==> src/rtl/alu_defs.sv <==
// Shared definitions for the ALU arbiter: opcodes, FSM encoding, default width.
package alu_defs;

    localparam int ALU_WIDTH = 32;

    localparam logic [2:0] ALU_ADD  = 3'd0;
    localparam logic [2:0] ALU_SUB  = 3'd1;
    localparam logic [2:0] ALU_SLT  = 3'd2;
    localparam logic [2:0] ALU_XOR  = 3'd3;
    localparam logic [2:0] ALU_AND  = 3'd4;
    localparam logic [2:0] ALU_NAND = 3'd5;
    localparam logic [2:0] ALU_NOR  = 3'd6;
    localparam logic [2:0] ALU_OR   = 3'd7;

    localparam logic [1:0] IDLE = 2'd0;
    localparam logic [1:0] WAIT = 2'd1;
    localparam logic [1:0] RESP = 2'd2;

endpackage

==> src/rtl/alu_arbiter_rr_arbiter2.sv <==
// Two-input round-robin grant logic with the last-grant history flop.
module rr_arbiter2 (
    input  logic clk,
    input  logic reset,
    input  logic req0,
    input  logic req1,
    input  logic update,
    output logic grant0,
    output logic grant1
);

    logic last_grant;

    always_comb begin
        grant0 = req0 & (~req1 | last_grant);
        grant1 = req1 & ~grant0;
    end

    // Reset to 1 so requester 0 wins the first contested grant.
    always_ff @(posedge clk or posedge reset) begin
        if (reset)
            last_grant <= 1'b1;
        else if (update)
            last_grant <= grant1;
    end

endmodule

==> src/rtl/alu_arbiter.sv <==
// Shares one combinational ALU between two requesters; optional per-requester
// response counters under ALU_ARBITER_STATS_EN.
module alu_arbiter
    import alu_defs::*;
#(
    parameter int WIDTH         = ALU_WIDTH,
    parameter int SETTLE_CYCLES = 4
) (
    input  logic             clk,
    input  logic             reset,
    input  logic             req0_valid,
    output logic             req0_ready,
    input  logic [WIDTH-1:0] req0_a,
    input  logic [WIDTH-1:0] req0_b,
    input  logic [2:0]       req0_op,
    input  logic             req1_valid,
    output logic             req1_ready,
    input  logic [WIDTH-1:0] req1_a,
    input  logic [WIDTH-1:0] req1_b,
    input  logic [2:0]       req1_op,
    output logic             rsp_valid,
    input  logic             rsp_ready,
    output logic             rsp_id,
    output logic [WIDTH-1:0] rsp_result,
    output logic             rsp_carryout,
    output logic             rsp_overflow,
    output logic             rsp_zero,
    output logic [WIDTH-1:0] alu_a,
    output logic [WIDTH-1:0] alu_b,
    output logic [2:0]       alu_control,
    input  logic [WIDTH-1:0] alu_out,
    input  logic             alu_carryout,
    input  logic             alu_overflow,
    input  logic             alu_zero
`ifdef ALU_ARBITER_STATS_EN
    ,
    output logic [15:0]      ops0_count,
    output logic [15:0]      ops1_count
`endif
);

    if (SETTLE_CYCLES < 1 || SETTLE_CYCLES > 15) begin : g_bad_settle
        $error("SETTLE_CYCLES must be in 1..15");
    end

    logic [1:0] state;
    logic [3:0] cnt;
    logic       owner;
    logic       grant0;
    logic       grant1;
    logic       idle;
    logic       accept;

    rr_arbiter2 u_arb (
        .clk    (clk),
        .reset  (reset),
        .req0   (req0_valid),
        .req1   (req1_valid),
        .update (accept),
        .grant0 (grant0),
        .grant1 (grant1)
    );

    always_comb begin
        idle       = (state == IDLE);
        req0_ready = idle & grant0;
        req1_ready = idle & grant1;
        accept     = req0_ready | req1_ready;
    end

    always_ff @(posedge clk or posedge reset) begin
        if (reset) begin
            state        <= IDLE;
            cnt          <= '0;
            owner        <= 1'b0;
            alu_a        <= '0;
            alu_b        <= '0;
            alu_control  <= '0;
            rsp_valid    <= 1'b0;
            rsp_id       <= 1'b0;
            rsp_result   <= '0;
            rsp_carryout <= 1'b0;
            rsp_overflow <= 1'b0;
            rsp_zero     <= 1'b0;
        end else begin
            case (state)
                IDLE: begin
                    if (accept) begin
                        alu_a       <= grant1 ? req1_a  : req0_a;
                        alu_b       <= grant1 ? req1_b  : req0_b;
                        alu_control <= grant1 ? req1_op : req0_op;
                        owner       <= grant1;
                        cnt         <= 4'(SETTLE_CYCLES - 1);
                        state       <= WAIT;
                    end
                end
                WAIT: begin
                    if (cnt == '0) begin
                        rsp_id       <= owner;
                        rsp_result   <= alu_out;
                        rsp_carryout <= alu_carryout;
                        rsp_overflow <= alu_overflow;
                        rsp_zero     <= alu_zero;
                        rsp_valid    <= 1'b1;
                        state        <= RESP;
                    end else begin
                        cnt <= cnt - 4'd1;
                    end
                end
                RESP: begin
                    if (rsp_ready) begin
                        rsp_valid <= 1'b0;
                        state     <= IDLE;
                    end
                end
                default: state <= IDLE;
            endcase
        end
    end

`ifdef ALU_ARBITER_STATS_EN
    always_ff @(posedge clk or posedge reset) begin
        if (reset) begin
            ops0_count <= '0;
            ops1_count <= '0;
        end else if (rsp_valid && rsp_ready) begin
            if (!rsp_id && ops0_count != '1)
                ops0_count <= ops0_count + 16'd1;
            if (rsp_id && ops1_count != '1)
                ops1_count <= ops1_count + 16'd1;
        end
    end
`endif

endmodule

==> config.mk <==
export PLATFORM = sky130hd
export DESIGN_NAME = alu_arbiter
export DESIGN_NICKNAME = d
export VERILOG_FILES = /design/src/rtl/alu_defs.sv /design/src/rtl/alu_arbiter_rr_arbiter2.sv /design/src/rtl/alu_arbiter.sv
export SDC_FILE = /design/constraint.sdc
export NUM_CORES = 1
export LEC_CHECK = 0
export ABC_AREA = 1
export BUFFER_PORTS_ARGS = -buffer_cell sky130_fd_sc_hd__buf_4
export CAP_MARGIN = 5
export CELL_PAD_IN_SITES_DETAIL_PLACEMENT = 1
export CELL_PAD_IN_SITES_GLOBAL_PLACEMENT = 1
export CORE_MARGIN = 2
export CORE_UTILIZATION = 31
export CTS_CLUSTER_DIAMETER = 60
export DETAILED_ROUTE_END_ITERATION = 8
export MAX_ROUTING_LAYER = met4
export PLACE_DENSITY = 0.79
export RECOVER_POWER = 25
export SLEW_MARGIN = 20
export SYNTH_ARGS = -nofsm -noshare
export SYNTH_HDL_FRONTEND = slang
export SYNTH_SLANG_ARGS = --single-unit
export TNS_END_PERCENT = 100
==> constraint.sdc <==
create_clock -name clk -period 3.72 [get_ports clk]
set_input_delay 0.372 -clock clk [delete_from_list [all_inputs] [get_ports clk]]
set_output_delay 0.372 -clock clk [all_outputs]
set_load 0.01 [all_outputs]
======== Word level (Yosys, flattened, before mapping) ========
Cells that the tools add are included.
storage, ports and cells
  register bits ........................... 112
cells by class
  $add $sub $neg .......................... 1
  equality and inequality tests ........... 6
  muxes and demuxes ....................... 13
  bitwise gates (word level) .............. 8
  reduce and logical (&&, ||, !) cells .... 9
operators with widths
  cell                                                                      count
  32-bit 2-to-1 mux                                                         2
  3-bit AND reduction                                                       3
  4-bit 2-to-1 mux                                                          2
  4-bit case mux with 2 select lines                                        1
  2-bit 2-to-1 mux                                                          3
  2-bit inequality test (second input constant)                             3
  2-bit case mux with 3 select lines                                        1
  1-bit bitwise AND                                                         4
  4-bit zero test                                                           1
  2-bit AND reduction                                                       2
  2-bit nonzero test                                                        2
  4-bit by 1-bit subtractor with 4-bit output (second input constant)       1
  3-bit 2-to-1 mux                                                          1
  2-bit by 1-bit == test with 1-bit output (second input constant)          1
  2-bit == test (second input constant)                                     1
  2-bit zero test                                                           1
  1-bit 2-to-1 mux                                                          2
  2-bit by 1-bit inequality test with 1-bit output (second input constant)  1
  1-bit NOT                                                                 2
  1-bit bitwise OR                                                          2
  1-bit case mux with 2 select lines                                        1

======== Longest topological paths before layout ========
Gate-level depths: netlist of the first run.
  depth in word-level cells ............... 9
  mapped depth ............................ 9
  gate-level depth less buffers ........... 7

======== Hierarchy ========
A second synthesis of the first run with hierarchy kept.
second synthesis, totals
  cell total of the unflattened synthesis .. 579
  area, all modules ....................... 5139.9 um^2
modules (own cells, without submodules)
  module       times used  cells an instance  area each (um^2)  seq. area each (um^2)
  alu_arbiter  1           570                5074.9            2777.7
  rr_arbiter2  1           9                  65.1              26.3

======== Least setup slack after synthesis of the first run ========
No wires, ideal clock.
  kind .................................... register to register
  start ................................... register u_arb.last_grant
  end ..................................... register alu_b[0]
  arrival time ............................ 1.258 ns
  path slack .............................. 2.346 ns
  stages on the path, launching flop included .. 10
  path buffers ............................ 2
  clock period less this slack ............ 1.374 ns
  cell sequence ........................... dfstp_2 inv_1 nand2_1 nand3_2 nand2_2 inv_2 buf_6 buf_6 nand2_1 nand2_1
on the way
  word-level cells in the longest chain between the ends .. 7
  elaborated cells between the ends (all ways) .. 9
RTL lines
  what                                  line                           source
  start: declaration                    alu_arbiter_rr_arbiter2.sv:12  logic last_grant;
  start signal: assignment              alu_arbiter_rr_arbiter2.sv:24  last_grant <= grant1;
  1-bit bitwise OR *                    alu_arbiter_rr_arbiter2.sv:15  grant0 = req0 & (~req1 | last_grant);
  1-bit bitwise AND *                   alu_arbiter_rr_arbiter2.sv:15
  1-bit NOT                             alu_arbiter_rr_arbiter2.sv:16  grant1 = req1 & ~grant0;
  1-bit bitwise AND                     alu_arbiter_rr_arbiter2.sv:16
  1-bit bitwise AND                     alu_arbiter.sv:67              req1_ready = idle & grant1;
  1-bit bitwise OR                      alu_arbiter.sv:68              accept = req0_ready | req1_ready;
  2-bit AND reduction (no source line)  n/a
  end signal: assignment                alu_arbiter.sv:90              alu_b <= grant1 ? req1_b : req0_b;
  end: declaration                      alu_arbiter.sv:29              output logic [WIDTH-1:0] alu_b,
Every way passes the cells marked *; elsewhere a longest branch is shown, timed or not.
A chain may end at the register's enable or synchronous reset.

==> metrics.md, run 1 <==
| Metric | Value |
|---|---|
| Max stage delay on crit path | 1.42 ns |
| Most used DFF post-synth | dfrtp_1 |
| Final Setup Violations | 0 |
| Failing checks | capacitance limit, slew limit |
| Via count of the first global-routing pass | 5587 |
| Static Leakage | 4.56 nW |
| Fraction of registers with async set/reset | 100% |
| Number of antenna repair diodes | 0 |
| Post-Synthesis Net Count | 885 |
| Width of the die | 135 µm |
| Number of warnings printed during yosys synthesis | 0 |
| Transition time at the pin with the least slew margin | 2.54 ns |
| Number of post-CTS setup repair buffers | 0 |
| Type of the setup path with the least slack | in2async |
| Initial DRT Pass Iterations | 4 |
| Largest driver fanout on the critical path | 56 |
| DRC viols | 0 |
| Cells resized by post-CTS repair | 0 |
| Largest voltage drop on the vdd net | 0.280 mV |
| Num rows | 47 |
| Family with the most delay on the worst path | buffers and inverters |
| Kind of end point of the critical path | async pin |
| Combined area of the multi-input logic cells | 1880 µm² |
| Final Max Slew Viols | 57 |
| Register-to-register setup slack | 1.60 ns |
| TritonCTS clock tree | done |
| Clk Latency, worst-skew pair | 0.34 ns |
| Number of clock sinks | 112 |
| Global route total overflow | 0 |
| Run status | finished, violations left |
| Deepest level of the CTS H-tree | 3 |
| Total CTS buffers | 9 |
| Critical path arrival | 2.70 ns |
| Final routed wire length divided by cell count | 14.7 µm |
| Count of flip-flops with a built-in enable after synthesis | 0 |
| Origin of the worst min-delay path | rsp_ready |
| Antenna violations before repair | 0 |
| Post-synthesis area per instance | 7.46 µm² |
| Post-route worst setup slack | 1.42 ns |
| Slowest cell on crit path | clkinvlp_2 |
| Hold Crit Depth | 2 |
| Sequential cell area fraction in the yosys report | 53.0% |
| Net total in the final layout | 1146 |
| Core footprint | 16600 µm² |
| Iteration-0 DRC Markers | 177 |
| Worst Skew | 0.00755 ns |
| Clk root buf | clkbuf_16 |
| R2R Path Start | u_arb.last_grant |
| Top Ports | 280 |
| Initial core utilization | 31.8% |
| Post-synthesis instance total | 709 |
| Instance count on the critical path | 3 |
| Worst R2R Path Depth | 7 |
| Via density per instance | 4.47 |
| Height of the die | 135 µm |
| Max Buffers Root-to-Sink | 2 |
| Ordered list of cells on the worst path | clkbuf_4 > clkinvlp_2 > clkbuf_2 |
| RSZ-0062 raised after global routing | no |
| Fmax achieved | 435 MHz |
| Final Critical Period | 2.30 ns |
| Mapped Area | 5290 µm² |
| Sum Neg Setup Slack | 0 ns |
| Tcrit/Tclk final | 61.8% |
| Terminating pin of the worst hold path | state[1] |
| Total count of hold-check failures in the final report | 0 |
| Fraction of layout instances using a drive strength above 1 | 31.8% |
| Area Growth Syn to Fin | 47.6% |
| Global-route wire length before repair | 27900 µm |
| GR Util All Layers | 20.1% |
| Post-detailed-placement half-perimeter wirelength | 13300 µm |
| Worst slew margin relative to its limit | -70.5% |
| Number of buffers and inverters on the critical path | 3 |
| Layout filler cell count | 2099 |
| Capturing point of the worst reg2reg path | alu_a[13] |
| Min-delay worst type | in2reg |
| Wire length reported by the detailed router | 17500 µm |
| Data required time of the critical path | 4.12 ns |
| Total area of sequential cells | 2800 µm² |
| Number of hold-repair buffers added at the cts stage | 0 |
| Final GP Congestion | 0.767 |
| Vias | 5337 |
| Nature of the critical path startpoint | input pin |
| Number of antenna-violating nets in the routed design | 0 |
| Clock transition at the register clock pins on the worst setup and hold paths after CTS | 0.07 ns |
| Post-synthesis sequential element count | 112 |
| Pwr/cell area | 744 nW/µm² |
| Maximum number of pins on one net before global-route repair | 75 |
| Count of buffers inserted at the top-level ports | 279 |
| Number of distinct library cell variants in the gate-level netlist after synthesis | 19 |
| Die Footprint | 18100 µm² |
| Pre-CTS setup slack | 1.44 ns |
| Number of max-cap violations | 1 |
[cells in the mapped netlist, types with 2 or more instances]
master / number / area share (%)
nand3_1: 7 / 0.66
nand2_2: 2 / 0.24
nand2_1: 318 / 23
dfrtp_1: 111 / 52
clkbuf_1: 17 / 1.2
buf_4: 4 / 0.57
buf_6: 3 / 0.64
nor2_1: 6 / 0.43
buf_2: 12 / 1.1
o21ai_0: 106 / 10
inv_1: 112 / 7.9
nand4_1: 3 / 0.35
ha_1: 2 / 0.47
[metrics by stage]
| stage | total power [mW] | cells | instance area (µm²) | hold slack (ns) | util (%) |
|---|---|---|---|---|---|
| finish | 5.81 | 1195 | 7810 | 0.248 | 46.9 |
| global route | 6.32 | 1195 | 7810 | 0.254 | 46.9 |
| CTS | 5.92 | 1195 | 7820 | 0.166 | 47.0 |
| detailed placement | 4.95 | 1179 | 7530 | 0.459 | 45.3 |
| global placement | 4.85 | 1179 | 7530 | 0.455 | 45.3 |
| floorplan | 3.55 | 709 | 5290 | 0.479 | - |
[final cells by class]
type / count / area share (%)
Clock buffer: 12 / 3.28
Sequential cell: 112 / 35.9
Multi-Input combinational cell: 448 / 24.1
Inverter: 113 / 5.45
Clock inverter: 4 / 0.336
Tap cell: 220 / 3.52
Timing Repair Buffer: 286 / 27.5
[worst register-to-register path: cells and delay by family, from the launching register on]
kind	cells	cell delay, ns
and+or+nand+nor	3	0.30
DFF	1	0.39
buffers and inverters	2	1.10
AOI/OAI and AO/OA	2	0.26
[registers in the layout, indices dropped and copies added (netlist names)]
name / flops
rsp_overflow: 1
rsp_valid: 1
rsp_zero: 1
rsp_result: 32
alu_b: 32
state: 2
alu_control: 3
owner: 1
cnt: 4
rsp_id: 1
alu_a: 32
rsp_carryout: 1
u_arb.last_grant: 1
[power by group]
| part | internal, mW | total, mW | switching [mW] |
|---|---|---|---|
| Combinational | 1.18 | 2.72 | 1.53 |
| Sequential | 1.81 | 2.15 | 0.337 |
| Clock | 0.493 | 0.949 | 0.456 |
| Total | 3.49 | 5.81 | 2.33 |
[worst max path at each step]
stage | slack [ns] | startpoint | endpoint
6_report | 1.42 | reset | rsp_result[25]
5_1_grt | 0.94 | reset | rsp_zero
4_1_cts | 1.57 | u_arb.last_grant | alu_a[26]
3_5_place_dp | 1.44 | req0_valid | alu_a[13]
3_3_place_gp | 1.49 | req0_valid | alu_a[10]
2_1_floorplan | 0.39 | reset | alu_a[0]
[metal layers]
| metal | vias up | track usage, % | share of wire (%) |
|---|---|---|---|
| li1 | 2637 | - | - |
| met1 | 2474 | 22.8 | 42 |
| met2 | 207 | 34.8 | 48 |
| met3 | 19 | 5.97 | 8.5 |
| met4 | 0 | 5.32 | 1.1 |
| met5 | - | - | 0 |
[placed cells by master, fill, tap and decap left out, types with 2 or more instances in the layout]
cell	Yosys	final
ha_1	2	2
nand4_1	3	3
nor2_1	6	6
inv_1	112	111
clkbuf_8	0	2
nand2_1	318	318
clkbuf_16	0	9
nand3_2	1	2
dfrtp_1	111	111
nand3_1	7	6
clkinv_2	0	2
buf_4	4	284
o21ai_0	106	106
nand2_2	2	2
[cell families after synthesis]
group | after synthesis | share of synthesized area (%)
simple gates | 338 | 24.5
compound gates | 108 | 10.4
flops | 112 | 53.0
buf+inv | 149 | 11.6
fa+ha+maj | 2 | 0.473
Power figures use the tool's default switching activity.
==> inputs of run 2 (changes only) <==
--- a/config.mk
+++ b/config.mk
@@ -5,13 +5,13 @@
 export SDC_FILE = /design/constraint.sdc
 export NUM_CORES = 1
 export LEC_CHECK = 0
-export ABC_AREA = 1
+export ABC_AREA = 0
 export BUFFER_PORTS_ARGS = -buffer_cell sky130_fd_sc_hd__buf_4
 export CAP_MARGIN = 5
 export CELL_PAD_IN_SITES_DETAIL_PLACEMENT = 1
 export CELL_PAD_IN_SITES_GLOBAL_PLACEMENT = 1
 export CORE_MARGIN = 2
-export CORE_UTILIZATION = 31
+export CORE_UTILIZATION = 32
 export CTS_CLUSTER_DIAMETER = 60
 export DETAILED_ROUTE_END_ITERATION = 8
 export MAX_ROUTING_LAYER = met4
==> constraint.sdc (replaced) <==
create_clock -name clk -period 2.33 [get_ports clk]
set_input_delay 0.233 -clock clk [delete_from_list [all_inputs] [get_ports clk]]
set_output_delay 0.233 -clock clk [all_outputs]
set_load 0.01 [all_outputs]
==> run 2 against run 1 <==
  * The run still ends with capacitance limit, slew limit left
  * Design area is 3.6% lower
  * Sequential cell count unchanged
  * Register-to-register slack worse by 1.1 ns
  * Highest routed layer unchanged
==> metrics.md, run 2 <==
| Metric | Value |
|---|---|
| Run status | finished, violations left |
| Failing checks | capacitance limit, slew limit |
| Clk root buf | clkbuf_16 |
| Num rows | 45 |
| Number of max-cap violations | 1 |
| Vias | 4825 |
| Worst R2R Path Depth | 5 |
| Fraction of layout instances using a drive strength above 1 | 45.8% |
| Core footprint | 15100 µm² |
| Initial DRT Pass Iterations | 4 |
| Clock transition at the register clock pins on the worst setup and hold paths after CTS | 0.06 ns |
| Highest-count cells in the layout ignoring fill and taps | buf_4, nand2_1, dfrtp_1, a21oi_1, a31oi_1 |
| Top Ports | 280 |
| Post-detailed-placement half-perimeter wirelength | 13200 µm |
| Post-synthesis sequential element count | 112 |
| Power Total | 9.85 mW |
| R2R Path Start | state[0] |
| Most instantiated library cell after synthesis | nand2_1 |
| Family with the most delay on the worst path | flip-flops |
| Number of hold-repair buffers added at the cts stage | 0 |
| Initial core utilization | 32.7% |
| Number of antenna-violating nets in the routed design | 0 |
| Sequential cell area fraction in the yosys report | 56.7% |
| Sum Neg Setup Slack | 0 ns |
| Ordered list of cells on the worst path | a21bo_2 > nor3_1 > buf_4 |
| Height of the die | 128 µm |
| Synth area leaders | dfrtp_1, nand2_1, a31oi_1, mux2_2, a21oi_1 |
| Clk Latency, worst-skew pair | 0.35 ns |
| Total CTS buffers | 9 |
| Count of flip-flops with a built-in enable after synthesis | 0 |
| Final GP Congestion | 0.790 |
| Kind of end point of the critical path | output pin |
| Final Setup Violations | 0 |
| Data required time of the critical path | 2.10 ns |
| Total count of hold-check failures in the final report | 0 |
| Most frequent cells after synthesis | nand2_1, dfrtp_1, a21oi_1 |
| Global-route wire length before repair | 27100 µm |
| Worst Skew | 0.0138 ns |
| Synth area leader | dfrtp_1 |
| Tcrit/Tclk final | 84.5% |
| Origin of the worst setup path | u_arb.last_grant |
| DRC viols | 0 |
| Critical path arrival | 1.74 ns |
| Maximum number of pins on one net before global-route repair | 113 |
| Origin of the worst min-delay path | req0_valid |
| Via count of the first global-routing pass | 5180 |
| Fraction of registers with async set/reset | 100% |
| Final Critical Period | 1.97 ns |
| Fmax achieved | 508 MHz |
| End of the critical path | req1_ready |
| Post-synthesis area per instance | 9.89 µm² |
| Transition time at the pin with the least slew margin | 1.56 ns |
| Final Max Slew Viols | 113 |
| Number of distinct library cell variants in the gate-level netlist after synthesis | 30 |
| Via density per instance | 5.08 |
| Wire length reported by the detailed router | 17800 µm |
| Min-delay worst type | in2reg |
| Slowest cell on crit path | dfstp_2 |
| Most used DFF post-synth | dfrtp_1 |
| Mapped Area | 4950 µm² |
| Capturing point of the worst reg2reg path | alu_a[9] |
| Iteration-0 DRC Markers | 206 |
| Number of buffers and inverters on the critical path | 1 |
| Global route total overflow | 0 |
| Top-area cell type share of the netlist area | 56.1% |
| Max stage delay on crit path | 0.59 ns |
| Largest voltage drop on the vdd net | 0.569 mV |
| Largest driver fanout on the critical path | 18 |
| Register-to-register setup slack | 0.46 ns |
| Die Footprint | 16500 µm² |
| Count of buffers inserted at the top-level ports | 279 |
| Number of warnings printed during yosys synthesis | 0 |
| Worst slew margin relative to its limit | -4.30% |
| Net total in the final layout | 934 |
| Pwr/cell area | 1310 nW/µm² |
| Final routed wire length divided by cell count | 18.7 µm |
| Type of the setup path with the least slack | reg2out |
| Post-Synthesis Net Count | 676 |
| Width of the die | 128 µm |
| Deepest level of the CTS H-tree | 3 |
| Nature of the critical path startpoint | flop |
| GR Util All Layers | 21.8% |
| RSZ-0062 raised after global routing | no |
| Number of post-CTS setup repair buffers | 0 |
| Instance count on the critical path | 3 |
| Static Leakage | 3.60 nW |
| Max Buffers Root-to-Sink | 2 |
| Area Growth Syn to Fin | 52.2% |
| Antenna violations before repair | 0 |
| Post-synthesis instance total | 500 |
| Largest registers | alu_a (32), alu_b (32), rsp_result (32) |
| TritonCTS clock tree | done |
| Leading cell type in the layout, fill and taps excluded | buf_4 |
| Number of clock sinks | 112 |
| Cells resized by post-CTS repair | 0 |
| Number of antenna repair diodes | 0 |
==> run 2: kinds of logic after synthesis <==
| group | Yosys count | synth area share, % |
|---|---|---|
| simple gates | 149 | 12.0 |
| compound gates | 148 | 17.1 |
| flops | 112 | 56.7 |
| buf+inv | 50 | 4.86 |
| mux | 39 | 8.83 |
| fa+ha+maj | 2 | 0.506 |
==> run 2: worst min-delay path by stage <==
stage	to	cells past startpoint
2_1_floorplan	u_arb.last_grant	1
3_3_place_gp	u_arb.last_grant	2
3_5_place_dp	u_arb.last_grant	2
4_1_cts	rsp_result[21]	3
5_1_grt	rsp_result[14]	2
6_report	u_arb.last_grant	2
==> run 2: per-layer routing <==
layer | vias up | GRT usage [%] | routed length, µm
met5 | - | - | 0
met4 | 0 | 8.08 | 402
met3 | 24 | 4.32 | 1150
met2 | 192 | 38.2 | 9240
met1 | 2363 | 24.7 | 6990
li1 | 2246 | - | -
==> run 2: area by class of cell <==
type,instances,area (µm²)
Clock buffer,11,233
Clock inverter,4,52.6
Fill cell,1700,7620
Inverter,6,23.8
Multi-Input combinational cell,338,1920
Sequential cell,112,2800
Tap cell,188,235
Timing Repair Buffer,291,2260
==> run 2: where the power goes <==
part / switching [mW] / internal (mW)
Combinational: 2.33 / 2.39
Sequential: 0.642 / 2.95
Clock: 0.707 / 0.837
==> run 2: through the flow <==
stage	setup slack, ns	cells	utilization (%)	hold WS (ns)	area, µm²
5_1_grt	0.259	950	49.7	0.103	7530
6_report	0.362	950	49.7	0.108	7530
3_5_place_dp	0.446	935	47.9	0.463	7260
3_3_place_gp	0.564	935	47.9	0.452	7260
4_1_cts	0.331	950	49.8	0.0930	7540
2_1_floorplan	0.588	500	-	0.303	4950
==> inputs of run 3 (changes only) <==
==> constraint.sdc (replaced) <==
create_clock -name clk -period 1.9 [get_ports clk]
set_input_delay 0.19 -clock clk [delete_from_list [all_inputs] [get_ports clk]]
set_output_delay 0.19 -clock clk [all_outputs]
set_load 0.01 [all_outputs]
==> run 3 against run 2 <==
  * The flow still finishes with violations (capacitance limit, slew limit)
  * Register-to-register slack got worse by 0.32 ns
  * Setup slack got worse by 0.28 ns
  * Critical endpoint is now req0_ready
  * Design area is 0.48% higher
  * Cell count is 0.42% higher
  * Clock-buffer cell count decreased by 2
  * Sequential cell count did not move
  * Via count is 1.3% higher
  * Non-clock buffer count rose by 3
  * Largest cell class unchanged
  * Die area stayed put
  * Clock skew down 0.00068 ns
  * Clock power rose by 24%
==> metrics.md, run 3 (synthesis gave the netlist of run 2 again) <==
| Metric | Value |
|---|---|
| Ordered list of cells on the worst path | nor2_4 > buf_6 > nand2_1 > a21oi_1 > buf_4 |
| Worst Skew | 0.0131 ns |
| Die Footprint | 16500 µm² |
| Clk Latency, worst-skew pair | 0.36 ns |
| Terminating pin of the worst hold path | u_arb.last_grant |
| TritonCTS clock tree | done |
| Core footprint | 15100 µm² |
| Worst slew margin relative to its limit | -5.38% |
| Via density per instance | 5.12 |
| Number of antenna repair diodes | 0 |
| Area Growth Syn to Fin | 52.9% |
| Cells resized by post-CTS repair | 0 |
| Run status | finished, violations left |
| Width of the die | 128 µm |
| Leading cell type in the layout, fill and taps excluded | buf_4 |
| Data required time of the critical path | 1.71 ns |
| Min-delay worst type | in2reg |
| GR Util All Layers | 22.0% |
| Vias | 4887 |
| Top Ports | 280 |
| Clk root buf | clkbuf_16 |
| Failing checks | capacitance limit, slew limit |
| Final Max Slew Viols | 113 |
| Layout filler cell count | 1723 |
| Via count of the first global-routing pass | 5214 |
| Final GP Congestion | 0.812 |
| Slowest cell on crit path | dfrtp_1 |
| Initial core utilization | 32.7% |
| Sum Neg Setup Slack | 0 ns |
| Number of max-cap violations | 1 |
| Kind of end point of the critical path | output pin |
| Wire length reported by the detailed router | 17800 µm |
| Fmax achieved | 551 MHz |
| Critical path arrival | 1.63 ns |
| Total CTS buffers | 9 |
| R2R Path Start | cnt[0] |
| Num rows | 45 |
| Global-route wire length before repair | 27400 µm |
| Static Leakage | 3.62 nW |
| Tcrit/Tclk final | 95.6% |
| Post-detailed-placement half-perimeter wirelength | 13000 µm |
| Initial DRT Pass Iterations | 4 |
| Global route total overflow | 0 |
| Pwr/cell area | 1600 nW/µm² |
| Deepest level of the CTS H-tree | 3 |
| Antenna violations before repair | 0 |
| Largest voltage drop on the vdd net | 0.688 mV |
| Transition time at the pin with the least slew margin | 1.58 ns |
| Fraction of layout instances using a drive strength above 1 | 46.5% |
| Iteration-0 DRC Markers | 143 |
| Max Buffers Root-to-Sink | 2 |
| Capturing point of the worst reg2reg path | rsp_result[4] |
| Max stage delay on crit path | 0.48 ns |
| Net total in the final layout | 937 |
| Final Critical Period | 1.82 ns |
| DRC viols | 0 |
| Number of post-CTS setup repair buffers | 0 |
| Post-Layout Cell Count | 954 |
| Largest driver fanout on the critical path | 19 |
| Type of the setup path with the least slack | reg2out |
| Highest-count cells in the layout ignoring fill and taps | buf_4, nand2_1, dfrtp_1, a21oi_1, a31oi_1 |
| Power Total | 12.1 mW |
| Total count of hold-check failures in the final report | 0 |
| Height of the die | 128 µm |
| Number of clock sinks | 112 |
| Largest registers | alu_a (32), alu_b (32), rsp_result (32) |
| Origin of the worst min-delay path | req0_valid |
| Nature of the critical path startpoint | flop |
| Maximum number of pins on one net before global-route repair | 113 |
| Count of buffers inserted at the top-level ports | 279 |
| Clock transition at the register clock pins on the worst setup and hold paths after CTS | 0.08 ns |
| Hold Crit Depth | 2 |
| Final Setup Violations | 0 |
| Number of hold-repair buffers added at the cts stage | 0 |
| Final routed wire length divided by cell count | 18.7 µm |
| Final core utilization | 49.9% |
| Number of antenna-violating nets in the routed design | 0 |
| Cell count after placement | 938 |
| Register-to-register setup slack | 0.14 ns |
| Worst R2R Path Depth | 6 |
## run 3: final cells by class
cell class	count	area, µm²	area share (%)
clock buffers	9	225	2.98
clock inverters	7	75.1	0.992
repair buffers	294	2270	30.1
inverters	6	23.8	0.314
flip-flops and latches	112	2810	37.1
multi-input cells	338	1930	25.5
well taps	188	235	3.11
## run 3: worst max-delay path, delay by kind of cell (launching register included)
family | cells | cell delay, ns
compound gates | 1 | 0.15
flops | 1 | 0.48
simple gates | 2 | 0.27
buf+inv | 2 | 0.37
## run 3: worst max-delay path by stage
stage | start | endpoint | slack, ns
3_5_place_dp | cnt[0] | rsp_result[13] | 0.16
6_report | state[1] | req0_ready | 0.08
4_1_cts | state[0] | req0_ready | 0.02
2_1_floorplan | cnt[0] | rsp_result[0] | 0.16
3_3_place_gp | cnt[0] | rsp_result[2] | 0.25
5_1_grt | state[1] | req0_ready | -0.05
## run 3: power by group
| part | switching, mW | leakage (nW) | total [mW] | internal [mW] |
|---|---|---|---|---|
| clock | 0.976 | 0.147 | 1.91 | 0.931 |
| combinational | 2.84 | 2.20 | 5.78 | 2.94 |
| sequential | 0.771 | 1.27 | 4.39 | 3.62 |
## run 3: layer usage
layer	global-route usage, %	wire length, µm	vias to the layer above
li1	-	-	2259
met2	37.6	9140	201
met4	7.05	385	0
met1	26.1	7180	2403
met5	-	0	-
met3	4.37	1140	24
## run 3: through the flow
stage	hold WS, ns	setup WS (ns)	area [µm²]
floorplan	0.260	0.158	4950
global placement	0.400	0.245	7270
detailed placement	0.411	0.157	7270
CTS	0.0258	0.0207	7570
global route	0.0456	-0.0530	7560
finish	0.0485	0.0845	7560
